**src/rtl/apb_pkg.sv**
```systemverilog
// Shared types and constants for the APB register slave.
package apb_pkg;

    typedef enum logic [1:0] {
        IDLE,
        WAIT,
        READY
    } apb_state_e;

    localparam int unsigned MAX_WAIT_STATES = 15;

    localparam logic RESP_OKAY  = 1'b0;
    localparam logic RESP_ERROR = 1'b1;

endpackage

```
**src/rtl/apb_reg_slave_if.sv**
```systemverilog
// APB bus bundle between master and register slave.
// The pstrb signal exists only when APB_PSTRB_EN is defined.
interface apb_reg_slave_if #(
    parameter int unsigned ADDR_WIDTH = 32,
    parameter int unsigned DATA_WIDTH = 32
);
    logic                    psel;
    logic                    penable;
    logic                    pwrite;
    logic [ADDR_WIDTH-1:0]   paddr;
    logic [DATA_WIDTH-1:0]   pwdata;
`ifdef APB_PSTRB_EN
    logic [DATA_WIDTH/8-1:0] pstrb;
`endif
    logic [DATA_WIDTH-1:0]   prdata;
    logic                    pready;
    logic                    pslverr;

    modport master (
`ifdef APB_PSTRB_EN
        output pstrb,
`endif
        output psel, penable, pwrite, paddr, pwdata,
        input  prdata, pready, pslverr
    );

    modport slave (
`ifdef APB_PSTRB_EN
        input  pstrb,
`endif
        input  psel, penable, pwrite, paddr, pwdata,
        output prdata, pready, pslverr
    );

endinterface

```
**src/rtl/apb_reg_bank.sv**
```systemverilog
// Word-indexed register storage with synchronous reset, byte-enable write
// and a combinational read port.
module apb_reg_bank #(
    parameter int unsigned DEPTH      = 16,
    parameter int unsigned DATA_WIDTH = 32,
    parameter int unsigned IDX_W      = $clog2(DEPTH)
) (
    input  logic                    clk,
    input  logic                    rst,
    input  logic                    we,
    input  logic [IDX_W-1:0]        widx,
    input  logic [DATA_WIDTH/8-1:0] wbe,
    input  logic [DATA_WIDTH-1:0]   wdata,
    input  logic [IDX_W-1:0]        ridx,
    output logic [DATA_WIDTH-1:0]   rdata
);
    localparam int unsigned BYTES = DATA_WIDTH / 8;

    logic [DATA_WIDTH-1:0] mem [DEPTH];

    // Callers only assert we with an in-range index.
    always_ff @(posedge clk) begin
        if (rst) begin
            for (int i = 0; i < int'(DEPTH); i++) begin
                mem[i] <= '0;
            end
        end else if (we) begin
            for (int b = 0; b < int'(BYTES); b++) begin
                if (wbe[b]) begin
                    mem[widx][b*8 +: 8] <= wdata[b*8 +: 8];
                end
            end
        end
    end

    generate
        if (DEPTH == (1 << IDX_W)) begin : g_full
            assign rdata = mem[ridx];
        end else begin : g_partial
            assign rdata = (ridx < IDX_W'(DEPTH)) ? mem[ridx] : '0;
        end
    endgenerate

endmodule

```
**src/rtl/apb_reg_slave.sv**
```systemverilog
// APB slave with local register bank, programmable wait states and PSLVERR.
// Optional APB4 byte strobes are enabled by defining APB_PSTRB_EN.
module apb_reg_slave
    import apb_pkg::*;
#(
    parameter int unsigned           ADDR_WIDTH  = 32,
    parameter int unsigned           DATA_WIDTH  = 32,
    parameter int unsigned           DEPTH       = 16,
    parameter int unsigned           WAIT_STATES = 0,
    parameter logic [ADDR_WIDTH-1:0] BASE_ADDR   = '0
) (
    input  logic          pclk,
    input  logic          preset,
    apb_reg_slave_if.slave bus
);
    localparam int unsigned BYTES = DATA_WIDTH / 8;
    localparam int unsigned ALIGN = $clog2(BYTES);
    localparam int unsigned IDX_W = $clog2(DEPTH);
    localparam int unsigned CNT_W = $clog2(MAX_WAIT_STATES + 1);

    apb_state_e            state_q;
    logic [CNT_W-1:0]      cnt_q;
    logic [IDX_W-1:0]      idx_q;
    logic                  err_q;
    logic                  write_q;
    logic [DATA_WIDTH-1:0] prdata_q;
    logic                  pready_q;
    logic                  pslverr_q;

    logic [BYTES-1:0]      strb;
    logic                  strb_err;
    logic [ADDR_WIDTH-1:0] offset;
    logic [ADDR_WIDTH-1:0] word;
    logic                  err_c;
    logic [IDX_W-1:0]      idx_c;
    logic [IDX_W-1:0]      rd_idx;
    logic [DATA_WIDTH-1:0] rd_data;
    logic                  setup;
    logic                  we;

`ifdef APB_PSTRB_EN
    assign strb     = bus.pstrb;
    assign strb_err = !bus.pwrite && (bus.pstrb != '0);
`else
    assign strb     = '1;
    assign strb_err = 1'b0;
`endif

    assign offset = bus.paddr - BASE_ADDR;
    assign word   = offset >> ALIGN;
    assign idx_c  = IDX_W'(word);
    assign err_c  = (bus.paddr < BASE_ADDR) || (word >= ADDR_WIDTH'(DEPTH)) ||
                    ((offset & ADDR_WIDTH'(BYTES - 1)) != '0) || strb_err;

    assign setup  = bus.psel && !bus.penable;
    // With zero wait states the read happens on the setup edge, before idx_q is loaded.
    assign rd_idx = (state_q == IDLE) ? idx_c : idx_q;
    assign we     = (state_q == READY) && bus.psel && bus.penable && write_q && !err_q;

    apb_reg_bank #(
        .DEPTH      (DEPTH),
        .DATA_WIDTH (DATA_WIDTH),
        .IDX_W      (IDX_W)
    ) u_bank (
        .clk   (pclk),
        .rst   (preset),
        .we    (we),
        .widx  (idx_q),
        .wbe   (strb),
        .wdata (bus.pwdata),
        .ridx  (rd_idx),
        .rdata (rd_data)
    );

    always_ff @(posedge pclk) begin
        if (preset) begin
            state_q   <= IDLE;
            cnt_q     <= '0;
            idx_q     <= '0;
            err_q     <= RESP_OKAY;
            write_q   <= 1'b0;
            prdata_q  <= '0;
            pready_q  <= 1'b0;
            pslverr_q <= RESP_OKAY;
        end else begin
            unique case (state_q)
                IDLE: begin
                    pready_q  <= 1'b0;
                    prdata_q  <= '0;
                    pslverr_q <= RESP_OKAY;
                    if (setup) begin
                        idx_q   <= idx_c;
                        err_q   <= err_c;
                        write_q <= bus.pwrite;
                        if (WAIT_STATES == 0) begin
                            state_q   <= READY;
                            pready_q  <= 1'b1;
                            pslverr_q <= err_c ? RESP_ERROR : RESP_OKAY;
                            prdata_q  <= (err_c || bus.pwrite) ? '0 : rd_data;
                        end else begin
                            state_q <= WAIT;
                            cnt_q   <= CNT_W'(WAIT_STATES);
                        end
                    end
                end
                WAIT: begin
                    if (!bus.psel) begin
                        state_q <= IDLE;
                        cnt_q   <= '0;
                    end else if (cnt_q == CNT_W'(1)) begin
                        state_q   <= READY;
                        cnt_q     <= '0;
                        pready_q  <= 1'b1;
                        pslverr_q <= err_q ? RESP_ERROR : RESP_OKAY;
                        prdata_q  <= (err_q || write_q) ? '0 : rd_data;
                    end else begin
                        cnt_q <= cnt_q - CNT_W'(1);
                    end
                end
                READY: begin
                    if (!bus.psel || bus.penable) begin
                        state_q   <= IDLE;
                        pready_q  <= 1'b0;
                        prdata_q  <= '0;
                        pslverr_q <= RESP_OKAY;
                    end
                end
                default: begin
                    state_q <= IDLE;
                end
            endcase
        end
    end

    assign bus.prdata  = prdata_q;
    assign bus.pready  = pready_q;
    assign bus.pslverr = pslverr_q;

endmodule

```
**src/flat_wrapper.sv**
```systemverilog
// flat-port wrapper written by rule: the top's interface ports become plain ports
module apb_reg_slave_flat import apb_pkg::*;
#(
    parameter int unsigned           ADDR_WIDTH  = 32,
    parameter int unsigned           DATA_WIDTH  = 32,
    parameter int unsigned           DEPTH       = 16,
    parameter int unsigned           WAIT_STATES = 0,
    parameter logic [ADDR_WIDTH-1:0] BASE_ADDR   = '0
)
  (pclk, preset, bus_psel, bus_penable, bus_pwrite, bus_paddr, bus_pwdata, bus_prdata, bus_pready, bus_pslverr);
  apb_reg_slave_if #(.ADDR_WIDTH(ADDR_WIDTH), .DATA_WIDTH(DATA_WIDTH)) bus_i ();
  input  logic pclk;
  input  logic preset;
  input wire logic [$bits(bus_i.psel)-1:0] bus_psel;
  input wire logic [$bits(bus_i.penable)-1:0] bus_penable;
  input wire logic [$bits(bus_i.pwrite)-1:0] bus_pwrite;
  input wire logic [$bits(bus_i.paddr)-1:0] bus_paddr;
  input wire logic [$bits(bus_i.pwdata)-1:0] bus_pwdata;
  output wire logic [$bits(bus_i.prdata)-1:0] bus_prdata;
  output wire logic [$bits(bus_i.pready)-1:0] bus_pready;
  output wire logic [$bits(bus_i.pslverr)-1:0] bus_pslverr;
  assign bus_i.psel = bus_psel;
  assign bus_i.penable = bus_penable;
  assign bus_i.pwrite = bus_pwrite;
  assign bus_i.paddr = bus_paddr;
  assign bus_i.pwdata = bus_pwdata;
  assign bus_prdata = bus_i.prdata;
  assign bus_pready = bus_i.pready;
  assign bus_pslverr = bus_i.pslverr;
  apb_reg_slave #(.ADDR_WIDTH(ADDR_WIDTH), .DATA_WIDTH(DATA_WIDTH), .DEPTH(DEPTH), .WAIT_STATES(WAIT_STATES), .BASE_ADDR(BASE_ADDR)) u_core (.pclk(pclk), .preset(preset), .bus(bus_i));
endmodule
```
**config.mk**
```make
export PLATFORM = sky130hd
export DESIGN_NAME = apb_reg_slave_flat
export DESIGN_NICKNAME = d
export VERILOG_FILES = /design/src/rtl/apb_pkg.sv /design/src/rtl/apb_reg_slave_if.sv /design/src/rtl/apb_reg_bank.sv /design/src/rtl/apb_reg_slave.sv /design/src/flat_wrapper.sv
export SDC_FILE = /design/constraint.sdc
export NUM_CORES = 1
export LEC_CHECK = 0
export CORE_AREA = 2 2 250 313
export CTS_CLUSTER_DIAMETER = 120
export CTS_CLUSTER_SIZE = 30
export DETAILED_ROUTE_END_ITERATION = 16
export DIE_AREA = 0 0 252 315
export GPL_TIMING_DRIVEN = 0
export PLACE_DENSITY_LB_ADDON = 0.3
export REMOVE_ABC_BUFFERS = 1
export SKIP_LAST_GASP = 1
export SYNTH_ARGS = -nofsm -noshare
export SYNTH_HDL_FRONTEND = slang
export SYNTH_SLANG_ARGS = --single-unit
```
**constraint.sdc**
```tcl
create_clock -name pclk -period 5.4 [get_ports pclk]
set_input_delay 0.54 -clock pclk [delete_from_list [all_inputs] [get_ports pclk]]
set_output_delay 0.54 -clock pclk [all_outputs]
set_load 0.02 [all_outputs]
```
==> PnR_summary.wiki <==
{| class="wikitable"
! Metric !! Value
|-
| Final antenna diode count || 0
|-
| Cell with the most instances after synthesis || sky130_fd_sc_hd__and2_1
|-
| Root buffer cell || sky130_fd_sc_hd__clkbuf_16
|-
| Final standard cell count with taps included and fillers excluded || 3073
|-
| DR pass1 iterations || 5
|-
| Crit Reg-Reg Startpoint || u_core.state_q[1]
|-
| Final number of max-transition violations || 0
|-
| Power density of the placed cells || 314 nW/µm²
|-
| Capturing element type of the critical path || flop
|-
| Met1 routing resource usage after global routing || 22.6%
|-
| Max frequency || 222 MHz
|-
| Cell accounting for the most synthesized area || sky130_fd_sc_hd__edfxtp_1
|-
| Unrepaired setup endpoints after global routing || no
|-
| Yosys warning total || 0
|-
| Global-route met3 utilization || 2.80%
|-
| X dimension of the die || 252 µm
|-
| Inst Count DP || 3032
|-
| Kind of path behind the tightest hold check || reg -> reg
|-
| Share of the clock period used by the worst path after layout || 83.4%
|-
| Data arrival time at the worst-slack endpoint || 4.71 ns
|-
| Post-Route WL || 72000 µm
|-
| Dominant synthesized flop cell || sky130_fd_sc_hd__edfxtp_1
|-
| Fraction of post-synthesis cell area in the top cell type by area || 61.6%
|-
| Placed Instance Area || 27700 µm²
|-
| Worst setup path startpoint || u_core.state_q[1]
|-
| Mean cell area of the mapped netlist || 12.0 µm²
|-
| Number of nets in the final layout || 2142
|-
| Reg2reg path depth || 5
|-
| Initial core utilization || 32.5%
|-
| Yosys cell types || 41
|-
| Detailed-route vias per instance || 5.28
|-
| Cell types with the largest area share after synthesis || sky130_fd_sc_hd__edfxtp_1 (62%), sky130_fd_sc_hd__and2_1 (13%), sky130_fd_sc_hd__nand2_1 (4.8%)
|-
| CTS Buffer Depth || 3
|-
| Pin count of the biggest net entering global routing || 86
|-
| Floorplan die area || 79400 µm²
|-
| TritonCTS sink count || 553
|-
| Synth Cell Area || 25000 µm²
|-
| Vias in the first global route || 16.7k
|-
| Minimum period implied by the final worst setup slack || 4.50 ns
|-
| Worst reg2reg endpoint || u_core.u_bank.mem[8][0]
|-
| Core box area || 76700 µm²
|-
| Final design instance area without fill || 28400 µm²
|-
| Worst hold path startpoint || u_core.bus.prdata[6]
|-
| Async S/R FF share, synth || 0%
|-
| Top-level port count || 103
|-
| Final setup skew || 0.0423 ns
|-
| Total number of vias || 16.2k
|-
| Post-layout total power || 8.90 mW
|-
| Post-cts repair resize count || 0
|-
| Ratio of cells with drive above 1 in the final layout || 6.95%
|-
| Leakage || 9.62 nW
|-
| Row Count || 114
|-
| Final weighted congestion in routability-driven placement || 0.746
|-
| Count of endpoints failing setup in the final report || 0
|-
| First-pass GRT wire length || 107000 µm
|-
| Number of failing hold endpoints at the final stage || 0
|-
| Post-synth EDFFs || 512
|-
| Worst Hold Endpoint || u_core.bus.prdata[6]
|-
| Depth of the worst hold-timing path || 2
|-
| Global-route met2 utilization || 32.5%
|-
| Pre-CTS setup slack || 0.505 ns
|-
| Fraction of the core area covered by cells at the end of the flow || 37.0%
|-
| TritonCTS Buffers || 22
|-
| Wire per inst || 23.4 µm
|-
| Remaining number of nets flagged by the antenna check after routing || 0
|-
| Clock tree from TritonCTS || yes
|-
| Total routing usage reported by global routing || 18.1%
|-
| Sequential fraction of the synthesis area || 64.9%
|-
| Y dimension of the die || 315 µm
|-
| H-tree levels || 1
|-
| Required arrival time at the worst endpoint || 5.60 ns
|-
| Synthesis-to-layout area growth || 13.6%
|-
| Input/output buffers || 102
|-
| Number of max-cap violations || 0
|-
| Least setup slack across all paths after layout || 0.895 ns
|-
| Gate count of the mapped netlist || 2080
|-
| GR Overflow Total || 0
|-
| Initial detailed-routing violation count || 1538
|-
| Clock slew seen by the registers of the worst setup and hold paths || 0.12 ns
|-
| Fillcell total || 7344
|-
| Outcome || finished clean
|-
| Number of antenna violations at the first check in global routing || 0
|-
| Setup slack on the worst flop-to-flop path || 0.90 ns
|-
| Worst-skew pair later-pin latency || 0.61 ns
|-
| Max rail drop VDD || 0.250 mV
|-
| Drc violations || 0
|-
| Number of hold buffers added after CTS || 0
|-
| Setup bufs post-CTS || 0
|-
| Headroom to the max-slew limit || 10.2%
|-
| Flip-flop and latch count after synthesis || 553
|-
| Transition time of the tightest slew-check pin || 1.35 ns
|-
| Startpoint types || flop
|-
| Top cell types by occurrence after synthesis || sky130_fd_sc_hd__and2_1 (514), sky130_fd_sc_hd__edfxtp_1 (512), sky130_fd_sc_hd__nand2_1 (322)
|-
| Maximum fanout count along the critical path || 32
|-
| Half-perimeter wire length after detailed placement || 42000 µm
|-
| Kind of critical path || reg -> reg
|-
| GRT Max-Usage Layer || met2
|}
==> cells in the final DEF, fill, tap and decap left out, types with 31 or more instances in the layout <==
cell | synthesis | final
sky130_fd_sc_hd__a211oi_1 | 33 | 33
sky130_fd_sc_hd__nand3_1 | 66 | 66
sky130_fd_sc_hd__o21ai_1 | 32 | 32
sky130_fd_sc_hd__dfxtp_1 | 41 | 41
sky130_fd_sc_hd__nand2_1 | 322 | 322
sky130_fd_sc_hd__and2_1 | 514 | 514
sky130_fd_sc_hd__clkdlybuf4s50_1 | 0 | 102
sky130_fd_sc_hd__edfxtp_1 | 512 | 512
sky130_fd_sc_hd__o21ai_0 | 64 | 64
sky130_fd_sc_hd__a21oi_1 | 68 | 65
sky130_fd_sc_hd__nor4_1 | 39 | 39
sky130_fd_sc_hd__nor2_1 | 55 | 43
sky130_fd_sc_hd__mux4_2 | 32 | 32
sky130_fd_sc_hd__o211ai_1 | 32 | 32
sky130_fd_sc_hd__o2111ai_1 | 31 | 31
==> where the power goes <==
part	internal, mW	switching, mW	total [mW]
Sequential	4.80	0.0887	4.89
Combinational	0.627	1.24	1.87
Clock	0.826	1.32	2.14
Total	6.25	2.65	8.90
==> logic make-up after synthesis <==
kind of cell | after synthesis | synth area share, %
mux | 45 | 3.43
compound gates | 266 | 6.55
simple gates | 1035 | 22.0
xor+xnor | 1 | 0.0351
fa+ha+maj | 2 | 0.100
buf+inv | 178 | 3.02
flops | 553 | 64.9
==> flip-flops by register name (all words and copies together) (netlist names) <==
register	count
u_core.bus.pready	1
u_core.write_q	1
u_core.u_bank.mem	512
u_core.bus.prdata	32
u_core.bus.pslverr	1
u_core.state_q	1
u_core.err_q	1
u_core.idx_q	4
==> worst max path at each step <==
stage / slack (ns) / cells after the start / end
3_5_place_dp: 0.51 / 6 / u_core.u_bank.mem[8][20]
5_1_grt: 0.54 / 5 / u_core.u_bank.mem[8][24]
2_1_floorplan: 0.26 / 4 / u_core.bus.prdata[30]
4_1_cts: 0.88 / 5 / u_core.u_bank.mem[8][24]
6_report: 0.90 / 5 / u_core.u_bank.mem[8][0]
3_3_place_gp: -6.29 / 5 / u_core.bus.prdata[29]
==> critical path, stage by stage (launching register included) <==
cell and delay [ns]:
sky130_fd_sc_hd__dfxtp_1 1.22, sky130_fd_sc_hd__nand2_1 0.20, sky130_fd_sc_hd__nor3_1 0.33, sky130_fd_sc_hd__nand3_1 0.43
sky130_fd_sc_hd__nor3_4 0.79, sky130_fd_sc_hd__or2_2 1.12
==> area by class of cell <==
type | count | area [µm²] | area share [%]
sequential | 553 | 16200 | 57.1
multi-input combinational | 1349 | 8290 | 29.2
timing repair buffer | 142 | 1990 | 7.00
tap | 986 | 1230 | 4.35
clock buffer | 39 | 636 | 2.24
clock inverter | 1 | 20.0 | 0.0706
inverter | 3 | 11.3 | 0.0397
==> metal layers <==
| layer | wire length [µm] | up-vias |
|---|---|---|
| met4 | 1390 | 0 |
| met5 | 0 | - |
| li1 | - | 7283 |
| met3 | 4750 | 83 |
| met2 | 37200 | 551 |
| met1 | 28700 | 8298 |
==> per-stage QoR <==
step	hold slack (ns)	TNS, ns
after floorplan	0.453	0
after global placement	0.442	-536.67
after detailed placement	0.442	0
after CTS	0.459	0
after global routing	0.478	0
final	0.452	0
Power figures use the tool's default switching activity.
